--- src/rtl/argmin_stream.sv ---
`default_nettype none
// ============================================================================
// Module   : argmin_stream
// Brief    : Streaming arg-min over frames of NUM_CAND costs, LANES per beat.
//            Define ARGMIN_SECOND_MIN_EN to add the out_min2 (second-smallest) output.
// Revision : 1.0 - initial release
// ============================================================================
module argmin_stream #(
    parameter int WIDTH      = 6,
    parameter int NUM_CAND   = 64,
    parameter int LANES      = 8,
    parameter int ADDR_WIDTH = 6,
    parameter int TIE_LOW    = 1
) (
    input  logic                    clk,
    input  logic                    rst,
    input  logic                    en,
    input  logic                    in_valid,
    input  logic [LANES*WIDTH-1:0]  in_costs,
    output logic                    out_valid,
    output logic [WIDTH-1:0]        out_min,
    output logic [ADDR_WIDTH-1:0]   out_addr
`ifdef ARGMIN_SECOND_MIN_EN
    ,
    output logic [WIDTH-1:0]        out_min2
`endif
);

    localparam int LANE_W    = $clog2(LANES);
    localparam int NUM_BEATS = NUM_CAND / LANES;
    localparam int BEAT_W    = (NUM_BEATS > 1) ? $clog2(NUM_BEATS) : 1;
    localparam logic [BEAT_W-1:0] LAST_BEAT = BEAT_W'(NUM_BEATS - 1);

`ifdef ARGMIN_SECOND_MIN_EN
    function automatic logic [WIDTH-1:0] fmin(input logic [WIDTH-1:0] a, input logic [WIDTH-1:0] b);
        return (a < b) ? a : b;
    endfunction
`endif

    // Level 0 holds the lanes; each higher level halves the node count, left = lower index.
    for (genvar l = 0; l <= LANE_W; l++) begin : g_lvl
        localparam int N = LANES >> l;
        logic [WIDTH-1:0]  val [N];
        logic [LANE_W-1:0] idx [N];
`ifdef ARGMIN_SECOND_MIN_EN
        logic [WIDTH-1:0]  m2  [N];
`endif
        if (l == 0) begin : g_leaf
            for (genvar j = 0; j < N; j++) begin : g_lane
                assign val[j] = in_costs[j*WIDTH +: WIDTH];
                assign idx[j] = LANE_W'(j);
`ifdef ARGMIN_SECOND_MIN_EN
                assign m2[j]  = '1;
`endif
            end
        end else begin : g_node
            for (genvar n = 0; n < N; n++) begin : g_cmp
                logic [WIDTH-1:0] w_lv;
                logic [WIDTH-1:0] w_rv;
                logic             w_take_l;
                assign w_lv     = g_lvl[l-1].val[2*n];
                assign w_rv     = g_lvl[l-1].val[2*n+1];
                assign w_take_l = (TIE_LOW != 0) ? (w_lv <= w_rv) : (w_lv < w_rv);
                assign val[n]   = w_take_l ? w_lv : w_rv;
                assign idx[n]   = w_take_l ? g_lvl[l-1].idx[2*n] : g_lvl[l-1].idx[2*n+1];
`ifdef ARGMIN_SECOND_MIN_EN
                assign m2[n]    = fmin(w_take_l ? w_rv : w_lv,
                                       fmin(g_lvl[l-1].m2[2*n], g_lvl[l-1].m2[2*n+1]));
`endif
            end
        end
    end

    logic [BEAT_W-1:0]     beat_q, beat_d;
    logic                  s1_valid_q, s1_first_q, s1_last_q;
    logic [WIDTH-1:0]      s1_min_q;
    logic [ADDR_WIDTH-1:0] s1_addr_q, s1_addr_d;
    logic [WIDTH-1:0]      acc_min_q, acc_min_d;
    logic [ADDR_WIDTH-1:0] acc_addr_q, acc_addr_d;
    logic                  acc_done_q, acc_done_d;
    logic                  out_valid_q;
    logic [WIDTH-1:0]      out_min_q, out_min_d;
    logic [ADDR_WIDTH-1:0] out_addr_q, out_addr_d;
    logic                  w_better;
`ifdef ARGMIN_SECOND_MIN_EN
    logic [WIDTH-1:0]      s1_min2_q, acc_min2_q, acc_min2_d, out_min2_q, out_min2_d;
`endif

    always_comb begin
        beat_d = beat_q;
        if (in_valid) begin
            beat_d = (beat_q == LAST_BEAT) ? '0 : beat_q + 1'b1;
        end
    end

    assign s1_addr_d = (ADDR_WIDTH'(beat_q) << LANE_W) | ADDR_WIDTH'(g_lvl[LANE_W].idx[0]);
    // Accumulator tie rule is the mirror of the tree rule so earlier beats keep ties under TIE_LOW=1.
    assign w_better  = (TIE_LOW != 0) ? (s1_min_q < acc_min_q) : (s1_min_q <= acc_min_q);

    always_comb begin
        acc_min_d  = acc_min_q;
        acc_addr_d = acc_addr_q;
        acc_done_d = 1'b0;
`ifdef ARGMIN_SECOND_MIN_EN
        acc_min2_d = acc_min2_q;
`endif
        if (s1_valid_q) begin
            acc_done_d = s1_last_q;
            if (s1_first_q || w_better) begin
                acc_min_d  = s1_min_q;
                acc_addr_d = s1_addr_q;
            end
`ifdef ARGMIN_SECOND_MIN_EN
            if (s1_first_q) begin
                acc_min2_d = s1_min2_q;
            end else begin
                acc_min2_d = fmin(w_better ? acc_min_q : s1_min_q, fmin(acc_min2_q, s1_min2_q));
            end
`endif
        end
    end

    always_comb begin
        out_min_d  = out_min_q;
        out_addr_d = out_addr_q;
`ifdef ARGMIN_SECOND_MIN_EN
        out_min2_d = out_min2_q;
`endif
        if (acc_done_q) begin
            out_min_d  = acc_min_q;
            out_addr_d = acc_addr_q;
`ifdef ARGMIN_SECOND_MIN_EN
            out_min2_d = acc_min2_q;
`endif
        end
    end

    always_ff @(posedge clk or negedge rst) begin
        if (!rst) begin
            beat_q      <= '0;
            s1_valid_q  <= 1'b0;
            s1_first_q  <= 1'b0;
            s1_last_q   <= 1'b0;
            s1_min_q    <= '0;
            s1_addr_q   <= '0;
            acc_min_q   <= '0;
            acc_addr_q  <= '0;
            acc_done_q  <= 1'b0;
            out_valid_q <= 1'b0;
            out_min_q   <= '0;
            out_addr_q  <= '0;
`ifdef ARGMIN_SECOND_MIN_EN
            s1_min2_q   <= '1;
            acc_min2_q  <= '0;
            out_min2_q  <= '1;
`endif
        end else if (en) begin
            beat_q      <= beat_d;
            s1_valid_q  <= in_valid;
            if (in_valid) begin
                s1_first_q <= (beat_q == '0);
                s1_last_q  <= (beat_q == LAST_BEAT);
                s1_min_q   <= g_lvl[LANE_W].val[0];
                s1_addr_q  <= s1_addr_d;
`ifdef ARGMIN_SECOND_MIN_EN
                s1_min2_q  <= g_lvl[LANE_W].m2[0];
`endif
            end
            acc_min_q   <= acc_min_d;
            acc_addr_q  <= acc_addr_d;
            acc_done_q  <= acc_done_d;
            out_valid_q <= acc_done_q;
            out_min_q   <= out_min_d;
            out_addr_q  <= out_addr_d;
`ifdef ARGMIN_SECOND_MIN_EN
            acc_min2_q  <= acc_min2_d;
            out_min2_q  <= out_min2_d;
`endif
        end
    end

    assign out_valid = out_valid_q;
    assign out_min   = out_min_q;
    assign out_addr  = out_addr_q;
`ifdef ARGMIN_SECOND_MIN_EN
    assign out_min2  = out_min2_q;
`endif

endmodule
`default_nettype wire
--- config.mk ---
export PLATFORM = sky130hd
export DESIGN_NAME = argmin_stream
export DESIGN_NICKNAME = d
export VERILOG_FILES = /design/src/rtl/argmin_stream.sv
export SDC_FILE = /design/constraint.sdc
export NUM_CORES = 1
export LEC_CHECK = 0
export CORE_MARGIN = 2
export CORE_UTILIZATION = 48
export DETAILED_ROUTE_END_ITERATION = 7
export GPL_TIMING_DRIVEN = 0
export PLACE_DENSITY = 0.78
export SLEW_MARGIN = 30
export SYNTH_ARGS = -nofsm -noshare
export SYNTH_HDL_FRONTEND = slang
export SYNTH_SLANG_ARGS = --single-unit
--- constraint.sdc ---
create_clock -name clk -period 2 [get_ports clk]
set_input_delay 0.3 -clock clk [delete_from_list [all_inputs] [get_ports clk]]
set_output_delay 0.3 -clock clk [all_outputs]
set_load 0.01 [all_outputs]
==> reports/metrics.yaml <==
io_pins: 65
ctsLongestPathBuffers: 2
antenna_found_initial: 0
initial_core_util_pct: 48.86
hold_violations: 0
violations: "setup timing"
hp-class: "in2async"
row_count: 31
synth_edf_count: 0
max_stage_delay_ns: 0.43
vias: 3611
crit_arrival_ns: 5.11
syn_inst: 377
grt_max_degree: 28
die_y_um: 89.24
drc_errors: 0
leakagePower_uw: 0.002669
core_area_sq_um: 7137
place_area_sq_um: 4538
postSynthAreaPerCell_sq_um: 9.250
critical_path_class: "in2reg"
critPathBufInv: 4
cts_sinks: 44
fin_area_sq_um: 5782
synth_area_sq_um: 3487
async_flop_share_pct: 100.0
gp_congestion: 0.8392
grt_usage_pct: 23.94
ys_seq_area_share_pct: 31.58
cts_tree: "done"
grt_pass1_vias: 3295
synth_ff_type: "dfrtp_1"
fmax_mhz: 202.6
fp.dieW_um: 89.24
cp-end-kind: "register"
crit_slowest_cell: "o31ai_4"
dieArea_sq_um: 7963
timing.max_cap.violations: 0
drt-pass1-iter-count: 4
synth_nets: 478
root_buffer: "clkbuf_8"
drt_iter0_markers: 260
path_cells: "buf_8, ha_4, nand4_1, o21bai_4, nand2_2, o21ai_4, mux2i_2, inv_2, ha_4, o41ai_4, o221ai_2, a41o_1, and2_4, buf_6, buf_4, a21oi_4, ha_4, o21a_1, o21a_1, o21a_1, o31ai_4, o21ai_1, a31oi_1, o32ai_2"
fin_skew_ns: 0.006492
clock_latency_ns: 0.30
htreeDepth: 2
dp_hpwl_um: 6316
setup_violations: 21
final_common_cell: "buf_4"
status: "finished, violations left"
place_inst: 540
worst_pin_slew_ns: 0.6530
grt.overflow.total: 0
antenna_left: 0
area_delta_synth_final_pct: 65.81
layoutNonFillerInstCount: 616
drv_slew: 0
synth_cell_types: 50
min_period_over_period_pct: 246.9
setup_ws_ns: -2.937
peakVddDrop_mv: 0.6566
drive_gt1_share_pct: 46.03
cp_top_family: "compound AO/OA/AOI/OAI gates"
cp_max_fo: 6
p_per_area_nw_per_um2: 988.8
final_cell_mix: "buf_4, dfrtp_1, inv_1, nand2_1, ha_4"
rsz0062_at_grt: "yes"
path_clk_slew_ns: 0.08
period_minus_slack_ns: 4.937
port_buffers: 63
wire_per_inst_um: 19.12
nFillCells: 410
cp.required_ns: 2.17
synth_seq_cells: 44
critPathLaunchType: "input port"
grt_pass1_wl_um: 14970
n_antenna_cell: 0
routed_wl_um: 11780
cts_buffers: 5
fin_nets: 619
via_per_inst: 5.862
relSlewSlack_pct: 56.46
synth_warnings: 0
[layer usage]
metal  vias up  routed length, um  GRT usage [%]
met5         -                  0              0
met4         0                547          6.513
met3        47                579          3.047
met2       158               6033          43.91
met1      1766               4617          29.41
li1       1640                  -              -
[cell families after synthesis]
kind of cell               synth area share [%]
adders and majority gates                 17.58
xor gates and xnor gates                 0.2512
muxes                                     15.25
and+or+nand+nor                           11.48
AOI/OAI and AO/OA                         17.58
buffers and inverters                     6.279
DFF                                       31.58
[cell type report]
type	instances	area [sq um]	share of cell area (%)
multi-input cells	277	3013	52.11
repair buffers	134	1184	20.47
flip-flops and latches	44	1101	19.04
inverters	46	185.2	3.203
well taps	99	123.9	2.142
plain buffers	10	76.32	1.320
clock buffers	5	68.82	1.190
clock inverters	1	30.03	0.5194
[path summary, 6_finish.rpt]
check                                   from            end  slack, ns  cells past startpoint
worst min-delay path                     rst      beat_q[0]       0.02                      1
max in group asynchronous                rst    out_addr[1]       1.46                      2
worst max-delay path             in_costs[5]    s1_min_q[5]      -2.94                     24
min in group clk                          en      out_valid       0.39                      2
worst max register to register  acc_min_q[1]  acc_addr_q[4]      -0.30                     10
worst min register to register  s1_addr_q[5]   s1_addr_q[5]       0.48                      2
[synthesized netlist by cell type, types with 2 or more instances]
| master | count | area, sq um |
|---|---|---|
| a2111oi_0 | 2 | 17.52 |
| a21o_1 | 8 | 60.06 |
| a21oi_1 | 24 | 120.1 |
| a31oi_1 | 6 | 37.54 |
| and2_1 | 3 | 18.77 |
| and3_1 | 2 | 12.51 |
| and4_1 | 2 | 17.52 |
| clkbuf_1 | 8 | 30.03 |
| dfrtp_1 | 44 | 1101 |
| ha_1 | 49 | 613.1 |
| inv_1 | 46 | 172.7 |
| mux2_2 | 24 | 270.3 |
| mux2i_1 | 25 | 250.2 |
| nand2_1 | 35 | 131.4 |
| nand3_1 | 5 | 25.02 |
| nand4_1 | 4 | 25.02 |
| nor2_1 | 16 | 60.06 |
| nor2b_1 | 7 | 43.79 |
| o211ai_1 | 3 | 22.52 |
| o21a_1 | 6 | 45.04 |
| o21ai_0 | 21 | 105.1 |
| o21ai_1 | 2 | 10.01 |
| o21bai_1 | 2 | 15.01 |
| o22ai_1 | 3 | 18.77 |
| o32ai_1 | 5 | 43.79 |
[where the power goes]
part	switching [uW]	total (uW)	internal [uW]
sequential	243	1500	1250
clock	294	652	359
combinational	1630	3570	1940
total	2170	5720	3550
[state kept, by name (all words and copies together), names as in the netlist]
| register | count |
|---|---|
| s1_first_q | 1 |
| out_min | 6 |
| s1_valid_q | 1 |
| acc_min_q | 6 |
| s1_min_q | 6 |
| s1_last_q | 1 |
| s1_addr_q | 6 |
| out_valid | 1 |
| beat_q | 3 |
| out_addr | 6 |
| acc_done_q | 1 |
| acc_addr_q | 6 |
[repair_timing]
| action | in CTS | in global routing |
|---|---|---|
| pin swaps | 46 | 44 |
| setup buffers | 43 | 25 |
| hold buffers | 0 | 0 |
| setup endpoints to repair | 21 | 21 |
| resized for setup | 152 | 89 |
| cloned | 2 | 0 |
[metrics by stage]
stage / util (%) / hold WS (ns) / setup WS, ns / power (uW) / TNS (ns)
final: 81.01 / 0.02330 / -2.937 / 5717 / -28.36
after floorplan: - / 0.004409 / -2.537 / 3036 / -22.93
after CTS: 73.16 / 0.03475 / -2.587 / 4894 / -24.86
after global routing: 81.01 / 0.05901 / -3.019 / 6038 / -30.70
after global placement: 63.27 / 0.4579 / -3.630 / 3646 / -54.25
after detailed placement: 63.59 / 0.3570 / -3.684 / 3755 / -34.90
Power figures use the tool's default switching activity.
